===== src/rtl/hazard_unit.sv =====
// Pipeline hazard controller for a 5-stage in-order core.
// Decodes stage-register enables and bubble/flush controls from the current
// FSM state and the hazard inputs. It also keeps a registered halt flag and a
// saturating counter of front-end stall cycles.
module hazard_unit #(
  parameter int LU_STALL_CYCLES = 1,
  parameter int CNT_W           = 16
) (
  input  logic             CLK,
  input  logic             nRST,
  input  logic             ihit,
  input  logic             dhit,
  input  logic             exmem_dREN,
  input  logic             exmem_dWEN,
  input  logic             idex_dREN,
  input  logic [4:0]       idex_wsel,
  input  logic [4:0]       ifid_rs,
  input  logic [4:0]       ifid_rt,
  input  logic             branch_taken,
  input  logic             jump,
  input  logic             memwb_halt,
  output logic             pc_en,
  output logic             ifid_en,
  output logic             idex_en,
  output logic             exmem_en,
  output logic             memwb_en,
  output logic             ifid_flush,
  output logic             idex_flush,
  output logic             halt,
  output logic [CNT_W-1:0] stall_cnt,
  output logic [1:0]       state
);

  typedef enum logic [1:0] {
    RUN     = 2'd0,
    LDUSE   = 2'd1,
    MEMWAIT = 2'd2,
    HALTED  = 2'd3
  } state_t;

  // One bit per pipeline control, kept together so each hazard case is one assignment.
  typedef struct packed {
    logic pc;
    logic ifid;
    logic idex;
    logic exmem;
    logic memwb;
    logic ifid_fl;
    logic idex_fl;
  } ctl_t;

  localparam ctl_t CTL_NONE  = '0;
  localparam ctl_t CTL_ALL   = '{pc: 1'b1, ifid: 1'b1, idex: 1'b1, exmem: 1'b1,
                                 memwb: 1'b1, ifid_fl: 1'b0, idex_fl: 1'b0};
  // Hold PC and IF/ID and push a bubble into ID/EX. The back stages keep draining.
  localparam ctl_t CTL_STALL = '{pc: 1'b0, ifid: 1'b0, idex: 1'b1, exmem: 1'b1,
                                 memwb: 1'b1, ifid_fl: 1'b0, idex_fl: 1'b1};
  // Redirect: take the new PC and squash the two wrong-path instructions.
  localparam ctl_t CTL_REDIR = '{pc: 1'b1, ifid: 1'b1, idex: 1'b1, exmem: 1'b1,
                                 memwb: 1'b1, ifid_fl: 1'b1, idex_fl: 1'b1};
  localparam logic [1:0] LU_LOAD = 2'(LU_STALL_CYCLES - 1);

  state_t           r_state;
  logic [1:0]       r_bub_cnt;
  logic             r_resume_lu;
  logic             r_halt;
  logic [CNT_W-1:0] r_stall_cnt;

  state_t     w_next_state;
  logic [1:0] w_bub_cnt_next;
  logic       w_resume_next;
  logic       w_use_run;
  ctl_t       w_ctl;
  logic       w_mem_wait;
  logic       w_load_use;
  logic       w_ctrl_xfer;

  assign w_mem_wait  = (exmem_dREN | exmem_dWEN) & ~dhit;
  assign w_load_use  = idex_dREN && (idex_wsel != 5'd0) &&
                       ((idex_wsel == ifid_rs) || (idex_wsel == ifid_rt));
  assign w_ctrl_xfer = branch_taken | jump;

  // Next-state and Mealy control decode.
  always_comb begin
    // NOTE: every variable gets a default first, so no path can leave one unassigned and infer a latch.
    w_ctl          = CTL_NONE;
    w_next_state   = r_state;
    w_bub_cnt_next = r_bub_cnt;
    w_resume_next  = r_resume_lu;
    w_use_run      = 1'b0;

    unique case (r_state)
      RUN: begin
        if (memwb_halt) begin
          w_next_state = HALTED;
        end else if (w_mem_wait) begin
          w_next_state  = MEMWAIT;
          w_resume_next = 1'b0;
        end else begin
          w_use_run = 1'b1;
        end
      end
      LDUSE: begin
        if (memwb_halt) begin
          w_next_state = HALTED;
        end else if (w_mem_wait) begin
          // Park the bubble count and come back to LDUSE once memory answers.
          w_next_state  = MEMWAIT;
          w_resume_next = 1'b1;
        end else begin
          w_ctl          = CTL_STALL;
          w_bub_cnt_next = (r_bub_cnt != 2'd0) ? r_bub_cnt - 2'd1 : 2'd0;
          w_next_state   = (r_bub_cnt <= 2'd1) ? RUN : LDUSE;
        end
      end
      MEMWAIT: begin
        if (memwb_halt) begin
          w_next_state = HALTED;
        end else if (dhit) begin
          if (r_resume_lu) begin
            w_ctl         = CTL_STALL;
            w_next_state  = LDUSE;
            w_resume_next = 1'b0;
          end else begin
            w_use_run = 1'b1;
          end
        end
      end
      HALTED: ;
      default: w_next_state = RUN;
    endcase

    // Front-end rules shared by RUN and the MEMWAIT release cycle.
    if (w_use_run) begin
      w_next_state = RUN;
      if (w_load_use) begin
        w_ctl          = CTL_STALL;
        w_bub_cnt_next = LU_LOAD;
        w_next_state   = (LU_STALL_CYCLES > 1) ? LDUSE : RUN;
      end else if (w_ctrl_xfer) begin
        w_ctl = CTL_REDIR;
      end else if (!ihit) begin
        w_ctl = CTL_STALL;
      end else begin
        w_ctl = CTL_ALL;
      end
    end
  end

  // Controls are forced low while reset is held, independent of the clock.
  assign pc_en      = w_ctl.pc      & nRST;
  assign ifid_en    = w_ctl.ifid    & nRST;
  assign idex_en    = w_ctl.idex    & nRST;
  assign exmem_en   = w_ctl.exmem   & nRST;
  assign memwb_en   = w_ctl.memwb   & nRST;
  assign ifid_flush = w_ctl.ifid_fl & nRST;
  assign idex_flush = w_ctl.idex_fl & nRST;

  // State, bubble counter, halt flag and saturating stall counter.
  always_ff @(posedge CLK or negedge nRST) begin
    if (!nRST) begin
      r_state     <= RUN;
      r_bub_cnt   <= 2'd0;
      r_resume_lu <= 1'b0;
      r_halt      <= 1'b0;
      r_stall_cnt <= '0;
    end else begin
      // NOTE: non-blocking updates, so every register samples the pre-edge values.
      r_state     <= w_next_state;
      r_bub_cnt   <= w_bub_cnt_next;
      r_resume_lu <= w_resume_next;
      r_halt      <= (w_next_state == HALTED);
      if (!w_ctl.pc && (r_stall_cnt != {CNT_W{1'b1}})) begin
        r_stall_cnt <= r_stall_cnt + 1'b1;
      end
    end
  end

  assign halt      = r_halt;
  assign stall_cnt = r_stall_cnt;
  assign state     = r_state;

endmodule

===== config.mk =====
export PLATFORM = sky130hd
export DESIGN_NAME = hazard_unit
export DESIGN_NICKNAME = d
export VERILOG_FILES = /design/src/rtl/hazard_unit.sv
export SDC_FILE = /design/constraint.sdc
export NUM_CORES = 1
export LEC_CHECK = 0
export CAP_MARGIN = 15
export CORE_ASPECT_RATIO = 0.7
export CORE_MARGIN = 4
export CORE_UTILIZATION = 41
export DETAILED_ROUTE_END_ITERATION = 10
export PLACE_DENSITY = 0.74
export SYNTH_ARGS = -nofsm -noshare
export SYNTH_HDL_FRONTEND = slang
export SYNTH_SLANG_ARGS = --single-unit
export TNS_END_PERCENT = 10

===== constraint.sdc =====
create_clock -name CLK -period 5.8 [get_ports CLK]
set_input_delay 0.58 -clock CLK [delete_from_list [all_inputs] [get_ports CLK]]
set_output_delay 0.58 -clock CLK [all_outputs]
set_load 0.01 [all_outputs]

-- After elaboration in Yosys (flattened, before gate mapping)
Index checks and enable logic that the tools add are counted.
Widths: inputs -> output; s select.
- bits in registers: 22
- memories kept: 0
- input port bits: 25
- bits in latches: 0
- memory bits (read-only): 0
- bits in writable memories: 0
- reduce and logical (&&, ||, !) cells: 10
- muxes and demuxes: 39
- shift operators: 0
- add/sub/neg operators: 2
- bitwise operators: 11
- divide/modulo/power cells: 0
- multipliers: 0
- equality and inequality tests: 12
- order comparisons: 1
- operator list (kind ; number):
    $mux 2 ; 14
    $mux 7 ; 4
    $mux 5 ; 5
    $add 16x1->16 const B ; 1
    $ne 16x16->1 const B ; 1
    $mux 1 ; 12
    $ne 2x2->1 const B ; 6
    $eq 5x5->1 ; 2
    $pmux 5 s2 ; 1
    $and 1x1->1 ; 8
    $reduce_and 7->1 ; 1
    $pmux 2 s3 ; 1
    $reduce_bool 5->1 ; 1
    $eq 2x2->1 const B ; 2
    $logic_and 1x1->1 ; 3
    $pmux 1 s3 ; 1
    $reduce_bool 3->1 ; 1
    $eq 2x1->1 const B ; 1
    $le 2x1->1 const B ; 1
    $logic_not 2->1 ; 1
    $or 1x1->1 ; 2
    $pmux 1 s2 ; 1
    $reduce_bool 2->1 ; 1
    $sub 2x1->2 const B ; 1
    other kinds (3) ; 3

-- Longest topological paths before layout
- word-level depth: 8
- mapped depth: 9
- mapped depth without buffers: 8

-- Least setup slack after synthesis
Ideal clock, no wire load.
- path type: input port to output port
- start point: input idex_wsel[1]
- end point: output pc_en
- data required time: 5.220 ns
- stages on the path: 6
- arrival: 1.869 ns
- path slack: 3.351 ns
- cell sequence: or4_4 o21ai_4 nor2_1 nor2b_1 and3_1 buf_4
- word-level cells in the longest chain between the ends: 6
- elaborated cells on any way between the ends: 9
- those cells by class: eq/ne: 2; mux: 2; bitwise: 1; reduce/logical: 4
- ends and longest elaborated chain (element ; line ; text):
    start: declaration ; 16 ; input logic [4:0] idex_wsel,
    $eq 5x5->1 or $reduce_bool 5->1 (tied branches) ; 80, 79 ;
    $logic_or 1x1->1 or $logic_and 1x1->1 (tied branches) ; 80, 79 ;
    $logic_and 1x1->1 * ; 79 ; assign w_load_use = idex_dREN && (idex_wsel != 5'd0) &&
    $mux 7 * ; 136 ; if (w_load_use) begin
    $mux 7 * ; 134 ; if (w_use_run) begin
    $and 1x1->1 * ; 151 ; assign pc_en = w_ctl.pc & nRST;
    end: declaration ; 22 ; output logic pc_en,
Every way passes the cells marked *; elsewhere a longest branch is shown, timed or not.

-- Worst setup path after layout
- start point: input idex_wsel[1]
- end point: output ifid_en
- word-level cells in the longest chain between the ends: 6
- elaborated cells on any way between the ends: 9
- those cells by class: eq/ne: 2; mux: 2; bitwise: 1; reduce/logical: 4
- ends and longest elaborated chain (element ; line ; text):
    $eq 5x5->1 or $reduce_bool 5->1 (tied branches) ; 80, 79 ;
    $logic_or 1x1->1 or $logic_and 1x1->1 (tied branches) ; 80, 79 ;
    $logic_and 1x1->1 * ; 79 ;
    $mux 7 * ; 136 ;
    $mux 7 * ; 134 ;
    $and 1x1->1 * ; 152 ; assign ifid_en = w_ctl.ifid & nRST;
    end: declaration ; 23 ; output logic ifid_en,
Marked as above.

==> reports/results.tsv <==
metric	value	unit
outcome	complete, no violations	
placer congestion estimate	0.9056	
commonest non-fill, non-tap cell in the layout	clkdlybuf4s50_1	
YS warnings	0	
Die Area	4561	µm²
DP Cell Count	240	
setup TNS	0	ns
Clock transition at path regs	0.08	ns
Core Rows	17	
CTS tree	built	
clk_lat worst skew	0.26	ns
number of synthesized flops with an enable pin	0	
maxcap violations	0	
largest net degree at the start of global routing	26	
Routed WL per cell	14.20	µm
pwr dens	332.4	nW/µm²
Synth Flop Type	dfrtp_1	
Clock Skew	0.005425	ns
diode count	0	
Slew Limit Fails	0	
layout cells sized above 1	10.66	%
Slew @ Worst Pin	0.5309	ns
drt first pass iters	4	
most frequent cells in the layout	clkdlybuf4s50_1, dfrtp_1, xnor2_1	
Clock Sinks	22	
initial core utilization	44.19	%
Post-CTS Hold Fix Bufs	0	
post-synthesis sequential area ratio	38.03	%
die extent in y	57.72	µm
core area	3276	µm²
Die Span X	79.02	µm
initial antenna violation count	0	
syn_area_per_cell	9.848	µm²
dpl hpwl	2.857	mm
Netlist cell types	44	
DR DRC count	0	
first-pass GRT wire length	5.830	mm
H-tree level count	1	
Mapped Nets	177	
Slew headroom	64.33	%
post-synthesis register bit count	22	
ANT nets after route	0	
vias	1275	
clk root buf	clkbuf_8	
fin crit share	58.71	%
Synth async-reset ratio	100.0	%
Worst VDD drop	0.1809	mV
FMAX	293.7	MHz
CP endpoint kind	primary output	
Initial DRC Count	67	
RSZ-0062 raised after global routing	no	
final wirelength	3.465	mm
vias per cell	5.225	
Static Leak	0.8407	nW
Synth area leaders	dfrtp_1, xnor2_1, xor2_1, ha_1, nand3_1	
PostCTS Resize Cnt	0	
worst slack, placed	2.379	ns
post-route worst setup slack	2.395	ns
Final #Nets	228	
cell accounting for the most synthesized area	dfrtp_1	
total power	675.3	µW
Post-CTS Setup Inserts	0	
WP data arrival	2.83	ns
num ports	51	
Min Clock Period, post-route	3.405	ns
worst-case clock buffer depth	2	
crit path kind	in2out	
Yosys top cell area share	38.03	%
Inserted Clock Buffers	3	
critical path required time	5.22	ns
Mapped Area	1448	µm²
gr ovfl total	0	
Hold/Removal Path Class	reg2reg	
final-report setup violation count	0	
Final Hold Fails	0	
quantity of I/O buffers inserted on ports	50	
crit path max fanout	3	
Area Overhead vs Synth	40.36	%
overall routing resource usage	15.88	%
number of global-route vias before repair	1320	
Worst setup SP type	input pin	
Synth Instances	147	
Layout Cells excl Fill	244	
[sequential cells by signal, indices dropped and copies added (netlist names)]
name,cells
halt,1
r_bub_cnt,2
r_resume_lu,1
stall_cnt,16
state,2
[worst max-delay path, stage by stage]
cell	delay (ns)
clkdlybuf4s50_1	0.47
or4_4	0.57
o21ai_4	0.16
nor2_1	0.09
nor2b_1	0.18
and3_1	0.19
clkdlybuf4s50_1	0.56
[metrics by stage]
stage | utilization (%) | hold slack, ns | cell area (µm²)
after detailed placement | 60.35 | 0.4841 | 1977
after global routing | 62.03 | 0.5327 | 2032
final | 62.03 | 0.4973 | 2032
after floorplan | - | 0.2844 | 1448
after global placement | 60.35 | 0.4745 | 1977
after CTS | 62.03 | 0.4949 | 2032
[synthesized netlist by cell type, drive strengths merged (2+ instances only)]
library cell  instances
dfrtp                22
and3                 10
xor2                 10
nor3                  5
nor2                 10
xnor2                15
and4                  3
buf                   4
nand3                13
a21oi                 3
a22oi                 2
nor2b                 2
a31oi                 2
ha                    5
nand2                11
nand4                 5
o21ai                 4
inv                   4
or3                   2
[layer usage]
metal	wire length [µm]	up-vias	GRT usage, %	part of all wire, %
met2	1718	41	29.14	50
met3	250	2	4.969	7.2
li1	-	626	-	-
met4	15	0	3.676	0.43
met5	0	-	0	0
met1	1481	606	18.18	43
[worst paths after layout]
path / start / end / slack (ns) / depth (start not counted)
max: idex_wsel[1] / ifid_en / 2.39 / 7
max reg2reg: state[0]$_DFF_PN0_ / stall_cnt[1]$_DFFE_PN0P_ / 3.58 / 7
min reg2reg: stall_cnt[6]$_DFFE_PN0P_ / stall_cnt[6]$_DFFE_PN0P_ / 0.50 / 1
min: stall_cnt[6]$_DFFE_PN0P_ / stall_cnt[6]$_DFFE_PN0P_ / 0.50 / 1
min in group asynchronous: nRST / stall_cnt[11]$_DFFE_PN0P_ / 0.66 / 2
max in group asynchronous: nRST / stall_cnt[6]$_DFFE_PN0P_ / 4.90 / 2
[layout make-up]
| cell class | instances | area (µm²) |
|---|---|---|
| Clock buffer | 4 | 55.05 |
| Tap cell | 47 | 58.81 |
| Timing Repair Buffer | 51 | 508.0 |
| Multi-Input combinational cell | 116 | 844.6 |
| Fill cell | 303 | 1244 |
| Sequential cell | 22 | 550.5 |
| Inverter | 4 | 15.01 |
[power by group]
part           switching (mW)  internal, mW  leakage (nW)
clock                  0.0505        0.0606        0.0288
combinational           0.154         0.175         0.523
sequential             0.0438         0.192         0.289
[logic make-up (layout without fill, tap and decap cells)]
| group | Yosys count | in the layout | share of synthesized area, % |
|---|---|---|---|
| mux | 2 | 2 | 1.469 |
| fa+ha+maj | 5 | 5 | 4.322 |
| simple gates | 66 | 66 | 26.79 |
| xor+xnor | 25 | 25 | 15.13 |
| buf+inv | 9 | 59 | 3.629 |
| flops | 22 | 22 | 38.03 |
| compound gates | 18 | 18 | 10.63 |
Note: power is estimated with default switching activity, not from simulation.
